**src/rtl/cpu_skid_stage.sv**
```systemverilog
// Registered-ready pipeline stage with a two-entry main/skid store.
// Every output comes straight from a flop, which breaks the stall path toward the producer.
module cpu_skid_stage #(
    parameter int DW = 32
) (
    input  logic          i_clock,
    input  logic          i_reset,
    input  logic          i_flush,
    input  logic          i_valid,
    input  logic [DW-1:0] i_data,
    output logic          o_busy,
    output logic          o_valid,
    output logic [DW-1:0] o_data,
    input  logic          i_busy
);

    typedef enum logic [1:0] {
        EMPTY = 2'd0,
        ONE   = 2'd1,
        FULL  = 2'd2
    } state_t;

    state_t        state_q, state_d;
    logic          valid_q, valid_d;
    logic          busy_q, busy_d;
    logic [DW-1:0] main_q, main_d;
    logic [DW-1:0] skid_q, skid_d;
    logic          acc, pop;

    assign acc = i_valid && !busy_q;
    assign pop = valid_q && !i_busy;

    always_comb begin
        state_d = state_q;
        main_d  = main_q;
        skid_d  = skid_q;
        case (state_q)
            EMPTY: begin
                if (acc) begin
                    main_d  = i_data;
                    state_d = ONE;
                end
            end
            ONE: begin
                if (acc && pop) begin
                    main_d = i_data;
                end else if (acc) begin
                    skid_d  = i_data;
                    state_d = FULL;
                end else if (pop) begin
                    state_d = EMPTY;
                end
            end
            FULL: begin
                if (pop) begin
                    main_d  = skid_q;
                    state_d = ONE;
                end
            end
            default: state_d = EMPTY;
        endcase
        // Flush only invalidates; held words stay in place and are simply forgotten.
        if (i_flush) begin
            state_d = EMPTY;
            main_d  = main_q;
            skid_d  = skid_q;
        end
        valid_d = (state_d != EMPTY);
        busy_d  = (state_d == FULL);
    end

    always_ff @(posedge i_clock) begin
        if (!i_reset) begin
            state_q <= EMPTY;
            valid_q <= 1'b0;
            busy_q  <= 1'b0;
            main_q  <= '0;
            skid_q  <= '0;
        end else begin
            state_q <= state_d;
            valid_q <= valid_d;
            busy_q  <= busy_d;
            main_q  <= main_d;
            skid_q  <= skid_d;
        end
    end

    assign o_valid = valid_q;
    assign o_busy  = busy_q;
    assign o_data  = main_q;

endmodule

```
**config.mk**
```make
export PLATFORM = sky130hd
export DESIGN_NAME = cpu_skid_stage
export DESIGN_NICKNAME = d
export VERILOG_FILES = /design/src/rtl/cpu_skid_stage.sv
export SDC_FILE = /design/constraint.sdc
export NUM_CORES = 1
export LEC_CHECK = 0
export ABC_CLOCK_PERIOD_IN_PS = 2130
export BUFFER_PORTS_ARGS = -buffer_cell sky130_fd_sc_hd__buf_2
export CORE_UTILIZATION = 52
export DETAILED_ROUTE_END_ITERATION = 8
export PLACE_DENSITY = 0.81
export SLEW_MARGIN = 20
export SYNTH_ARGS = -nofsm -noshare
export SYNTH_HDL_FRONTEND = slang
export SYNTH_SLANG_ARGS = --single-unit
```
**constraint.sdc**
```tcl
create_clock -name i_clock -period 2.13 [get_ports i_clock]
set_input_delay 0 -clock i_clock [delete_from_list [all_inputs] [get_ports i_clock]]
set_output_delay 0 -clock i_clock [all_outputs]
set_load 0.02 [all_outputs]
```
==> results of run 1 <==
-- Yosys cell counts --
cell and instances:
buf_6 6, nand2b_1 4, a211oi_1 2, nor3_4 1, a31oi_1 1, nor3_1 1, a21boi_4 1, a221oi_1 1
and3_1 1, or2_1 1, a21boi_0 2, nor4b_4 1, nand2_1 67, o211a_1 32, buf_2 5, nand3_1 1
nor2b_1 2, dfxtp_1 68, mux2i_1 32, nor2_1 1, buf_4 2, o21ai_0 33, clkbuf_1 16, a21oi_1 1
a21boi_1 30
-- layout make-up --
class                           instances  area, µm²  share of cell area, %
Sequential cell                        68       1360                   34.7
Tap cell                               72       90.1                   2.30
Clock buffer                           13        179                   4.56
Timing Repair Buffer                  116        791                   20.2
Multi-Input combinational cell        215       1460                   37.2
Clock inverter                          3       42.5                   1.08
-- stage by stage --
| stage | worst slack [ps] | hold WS, ps | cells |
|---|---|---|---|
| floorplan | 612 | 135 | 312 |
| global placement | 439 | 251 | 438 |
| detailed placement | 387 | 259 | 438 |
| CTS | 338 | 108 | 487 |
| global route | 201 | 141 | 487 |
| finish | 326 | 120 | 487 |
-- flip-flops by register name, indices dropped and copies added, names as in the netlist --
register,flops
o_data,32
o_busy,1
skid_q,32
state_q,2
o_valid,1
-- worst max path at each step --
stage | cells past startpoint | from | slack [ps] | to
6_report | 5 | state_q[1]$_SDFF_PN0_ | 330 | o_data[13]$_SDFFE_PN0P_
5_1_grt | 5 | state_q[1]$_SDFF_PN0_ | 200 | o_data[13]$_SDFFE_PN0P_
4_1_cts | 5 | state_q[1]$_SDFF_PN0_ | 340 | o_data[13]$_SDFFE_PN0P_
3_5_place_dp | 5 | state_q[1]$_SDFF_PN0_ | 390 | o_data[4]$_SDFFE_PN0P_
3_3_place_gp | 5 | state_q[1]$_SDFF_PN0_ | 440 | o_data[8]$_SDFFE_PN0P_
2_1_floorplan | 6 | o_valid$_SDFF_PN0_ | 610 | o_data[0]$_SDFFE_PN0P_
-- kinds of logic (layout without fill, tap and decap cells) --
kind of cell           count (synthesis)  in the layout  share of synthesized area (%)
AO/OA/AOI/OAI                        103            103                           26.1
flip-flops                            68             68                           45.6
multiplexers                          32             32                           10.7
buffers and inverters                 29            132                           5.62
AND/OR/NAND/NOR                       80             80                           11.9
-- per-layer routing --
metal  wire length [µm]  vias up
met5                  0        -
met4                185        0
met3                405       18
met2               3500      103
met1               3210     1292
li1                   -     1298
-- critical path, stage by stage, from the launching register on --
cell      delay (ps)
dfxtp_1          400
nor4b_4          310
a21boi_4         410
or2_1            180
buf_4            260
o211a_1          170
-- power by group --
part | switching [mW] | leakage (nW) | total, mW | internal [mW]
sequential | 0.0338 | 0.554 | 1.36 | 1.33
combinational | 0.197 | 1.46 | 0.379 | 0.182
clock | 0.474 | 0.112 | 1.14 | 0.667
-- timing repair --
item	CTS	global route
resized for setup	0	0
endpoints found under the hold margin	35	0
hold buffers	33	0
==> metrics.csv, run 1 <==
stage,metric,value,unit
outcome,status,finished clean,
sta,minimum clock period,1800,ps
clock_tree,H-tree depth,3,
hold_path,Hold Path End,state_q[0]$_SDFF_PN0_,
routing,DRC,0,
routing,1st-iter DRT viols,141,
logic_synthesis,Synth area leaders,"dfxtp_1, mux2i_1, o211a_1",
critical_path,crit path launch type,flip-flop,
finish,"commonest non-fill, non-tap cell in the layout",buf_2,
hold_path,hold path startpoint,i_flush,
logic_synthesis,Post-Synthesis Cells,312,
finish,fin area,3920,µm²
finish,"commonest non-fill, non-tap cells in the layout","buf_2, dfxtp_1, nand2_1, o21ai_0, dlygate4sd3_1",
critical_path,worst r2r src,state_q[1]$_SDFF_PN0_,
critical_path,WP data required,2410,ps
critical_path,critical setup path kind,reg -> reg,
critical_path,worst-path maximum fanout,22,
clock_tree,CTS buffer count,9,
finish,fin util,71.2,%
sta,Max Freq,554,MHz
sta,slew margin rel.,64.9,%
power_and_ir_drop,VDD IR-drop max,0.568,mV
grt,initial antenna violation count,0,
sta,crit share post-route,84.7,%
logic_synthesis,synthesized area per cell,9.56,µm²
critical_path,WP data arrival,2080,ps
routing,via count,2711,
floorplan,standard-cell rows,27,
logic_synthesis,Yosys top cell area share,45.6,%
routing,DRT Pass-1 Iters,4,
clock_tree,TritonCTS Sinks,68,
floorplan,Initial Util,54.2,%
sta,RSZ-0062 raised after global routing,false,
floorplan,overall die area,6050,µm²
critical_path,Reg2Reg Depth,5,
sta,Max Transition Viols Final,0,
finish,area grow syn2layout,31.4,%
power_and_ir_drop,Cell Pwr Density,735,nW/µm²
power_and_ir_drop,Power Total,2.88,mW
sta,"Hold Violations, Final",0,
floorplan,I/O pin cnt,71,
grt,total global-route track usage,25.4,%
logic_synthesis,Post-Syn Area,2980,µm²
grt,met2 Use GR,40.4,%
finish,fraction of layout instances using a drive strength above 1,24.8,%
grt,largest net degree at the start of global routing,33,
floorplan,core area,5510,µm²
sta,Sum Neg Setup Slack,0,ps
critical_path,RR Endpoint,o_data[13]$_SDFFE_PN0P_,
floorplan,die height,77.8,µm
clock_tree,root buf cell,clkbuf_8,
job,total of max-cap violations,0,
grt,grt met3 use,5.76,%
logic_synthesis,warnings from Yosys,0,
routing,final WL,7300,µm
clock_tree,clock latency on the worst-skew pair,340,ps
grt,grt total ovfl,0,
grt,met1 Track Usage GR,32.8,%
sta,Worst-Margin Slew,526,ps
routing,vias per std cell,5.57,
critical_path,CP Capture Type,flip-flop,
clock_tree,post-CTS setup repair buffer count,0,
floorplan,Die Wd,77.8,µm
hold_path,hold depth,3,
logic_synthesis,syn nets,349,
clock_tree,"CTS clk-pin slew, worst paths",70,ps
grt,busiest grt layer,met2,
logic_synthesis,#FFs+latches synth,68,
power_and_ir_drop,Leak Pwr,2.13,nW
clock_tree,CTS tree,built,
grt,number of global-route vias before repair,2533,
routing,Antenna Violating Nets Remaining,0,
sta,final setup vio count,0,
grt,first-pass GRT wire length,11900,µm
clock_tree,Clock Tree Buf Depth,2,
finish,filler cell count,398,
finish,Final Net Count,447,
finish,Ant. Diodes,0,
place,routability congestion estimate from global placement,0.770,
routing,wire per inst,15.0,µm
sta,clock skew,7.15,ps
logic_synthesis,number of distinct library cells after synthesis,25,
hold_path,Hold WC Path Type,in -> reg,
logic_synthesis,"Seq/Total Area, Yosys",45.6,%
place,port bufs,70,
place,"Cell Area, Placed",3370,µm²
place,Post-DP HPWL,4480,µm
logic_synthesis,Synth area leader,dfxtp_1,
critical_path,FF-to-FF setup slack,330,ps
(Power assumes the default switching activity.)
==> run 2: changes to the inputs <==
Settings changed: ABC_CLOCK_PERIOD_IN_PS 2130 to 1520, CORE_UTILIZATION 52 to 48, PLACE_DENSITY 0.81 to 0.78.
Clock period 2.13 ns to 1.52 ns, I/O delays scaled along.
==> metrics.csv, run 2 (synthesized netlist as in run 1, its figures left out) <==
stage,metric,value,unit,change
clock_tree,post-CTS setup repair buffer count,0,,unchanged
finish,Sequential Area,1360,µm²,about the same
place,"Cell Area, Placed",3420,µm²,+1.6%
critical_path,CP Depth,5,,unchanged
clock_tree,H-tree depth,3,,unchanged
sta,Max Freq,638,MHz,+15%
routing,Antenna Violating Nets Remaining,0,,unchanged
power_and_ir_drop,Gate power share,13.7,%,+0.6 points
clock_tree,clock latency on the worst-skew pair,350,ps,about the same
power_and_ir_drop,VDD IR-drop max,0.577,mV,+1.7%
floorplan,core area,5960,µm²,+8.2%
power_and_ir_drop,Clk pwr share,39.6,%,about the same
finish,Non-Filler Instances,495,,+1.6%
finish,area grow syn2layout,34.6,%,
job,total of max-cap violations,0,,unchanged
grt,total global-route track usage,24.1,%,-1.2 points
floorplan,standard-cell rows,28,,+3.7%
routing,final WL,7280,µm,-0.25%
finish,Ant. Diodes,0,,unchanged
critical_path,worst-path cell chain,"nor4b_4, a21boi_4, buf_4, o21ai_0, o211a_1",,
routing,wire per inst,14.7,µm,-1.9%
critical_path,Reg2Reg Depth,5,,unchanged
routing,1st-iter DRT viols,115,,-18%
sta,Worst-Margin Slew,371,ps,-155 ps
critical_path,critical setup path kind,reg -> reg,,
outcome,violated checks,setup timing,,
place,Post-DP HPWL,4600,µm,+2.6%
clock_tree,CTS tree,built,,
sta,clock skew,6.61,ps,-0.543 ps
critical_path,crit path launch type,flip-flop,,
place,Placed Cells,446,,+1.8%
clock_tree,"CTS clk-pin slew, worst paths",80,ps,about the same
hold_path,hold depth,2,,-1
finish,Multi-input gate area,1470,µm²,+0.52%
critical_path,CP Capture Type,flip-flop,,
clock_tree,CTS buffer count,9,,unchanged
place,port bufs,70,,unchanged
routing,vias per std cell,5.36,,-3.7%
floorplan,die height,80.8,µm,+4.0%
critical_path,slowest cell on the critical path,nor4b_4,,
power_and_ir_drop,P_int,3.06,mW,+40%
sta,minimum clock period,1570,ps,-236 ps
clock_tree,TritonCTS Sinks,68,,unchanged
floorplan,Initial Util,50.1,%,-4.1 points
power_and_ir_drop,net switching power,1.01,mW,+44%
power_and_ir_drop,Leak Pwr,2.16,nW,+1.4%
power_and_ir_drop,Sw Share,24.9,%,+0.44 points
sta,Max Transition Viols Final,0,,unchanged
grt,number of global-route vias before repair,2521,,-0.47%
critical_path,worst-path maximum fanout,10,,-55%
critical_path,WP data required,1760,ps,-650 ps
finish,fraction of layout instances using a drive strength above 1,26.2,%,+1.4 points
finish,"commonest non-fill, non-tap cell in the layout",buf_2,,
finish,fin area,4020,µm²,+2.4%
clock_tree,root buf cell,clkbuf_8,,
sta,Final Worst Setup Slack,-47.5,ps,-374 ps
place,routability congestion estimate from global placement,0.783,,+1.6%
grt,grt total ovfl,0,,unchanged
sta,RSZ-0062 raised after global routing,true,,
floorplan,overall die area,6540,µm²,+8.1%
outcome,status,finished with violations,,
floorplan,I/O pin cnt,71,,unchanged
critical_path,WP data arrival,1810,ps,-270 ps
sta,slew margin rel.,75.3,%,+10 points
power_and_ir_drop,Cell Pwr Density,1010,nW/µm²,+38%
sta,final setup vio count,19,,+19
hold_path,Hold WC Path Type,in -> reg,,
sta,crit share post-route,103,%,+18 points
finish,"commonest non-fill, non-tap cells in the layout","buf_2, nand2_1, dfxtp_1, dlygate4sd3_1",,
grt,first-pass GRT wire length,11900,µm,-0.52%
critical_path,"delay-heaviest family, CP",compound AO/OA/AOI/OAI gates,,
sta,"Hold Violations, Final",0,,unchanged
routing,via count,2654,,-2.1%
clock_tree,Clock Tree Buf Depth,2,,unchanged
critical_path,worst path bufs/invs,1,,unchanged
grt,initial antenna violation count,0,,unchanged
critical_path,"slowest stage delay, CP",370,ps,-40 ps
finish,filler cell count,475,,+19%
routing,DRT Pass-1 Iters,4,,unchanged
finish,Final Net Count,452,,+1.1%
floorplan,Die Wd,80.8,µm,+4.0%
grt,largest net degree at the start of global routing,52,,+58%
power_and_ir_drop,Reg power frac,46.8,%,-0.4 points
routing,DRC,0,,unchanged
-- run 2: changes by cell type in the layout (fill, tap and decap cells not counted), sizes merged --
cell      change
bufinv        +1
clkinvlp      +1
clkinv        +1
clkbuf        -3
buf           +5
-- run 2: worst reg2reg max path, cell delays in order, from the launching register on --
cell and delay (ps):
dfxtp_2 340, nor4b_4 370, a21boi_4 290, buf_4 200, o21ai_0 120, o211a_1 140
-- run 2: final cells by class --
class	instances	area share [%]
tap	75	2.34
multi-input combinational	215	36.5
clock inverter	6	2.21
sequential	68	33.9
clock buffer	10	3.18
timing repair buffer	121	21.9
-- run 2: path summary, 6_finish.rpt --
path	from	to	slack [ps]
setup reg to reg	o_busy$_SDFF_PN0_	o_data[26]$_SDFFE_PN0P_	-50
hold / removal	i_reset	o_data[2]$_SDFFE_PN0P_	30
setup / recovery	o_busy$_SDFF_PN0_	o_data[26]$_SDFFE_PN0P_	-50
hold reg to reg	skid_q[15]$_SDFFE_PN0P_	skid_q[15]$_SDFFE_PN0P_	450
-- run 2: metal layers --
| layer | track usage, % | share of wire [%] |
|---|---|---|
| met1 | 29.4 | 45 |
| met2 | 39.7 | 49 |
| met3 | 6.52 | 4.5 |
| met4 | 10.7 | 1.8 |
| met5 | 0 | 0 |
-- run 2: metrics by stage --
stage                     utilization [%]  hold WS [ps]  worst slack [ps]  TNS, ps  total power [mW]
after floorplan                         -           135              2.34        0              2.24
after global placement               57.5           251              32.0        0              2.41
after detailed placement             57.5           258             -1.74    -1.74              2.42
after CTS                            66.7          17.3             -11.4    -51.9              4.08
after global routing                 67.4          20.1              -121    -2390              4.24
final                                67.4          28.8             -47.5     -300              4.07
-- run 2: timing repair --
action | 4_1_cts | 5_1_grt
resized for setup | 1 | 16
hold endpoints to repair | 34 | 0
setup endpoints to repair | 12 | 36
pin swaps | 0 | 1
hold buffers | 33 | 0
-- run 2: power by group through the flow --
stage	clock network, mW	logic, mW	registers, mW
floorplan	0	0.220	2.02
global placement	0	0.463	1.94
detailed placement	0	0.474	1.94
CTS	1.64	0.541	1.90
global route	1.73	0.602	1.91
finish	1.61	0.557	1.90
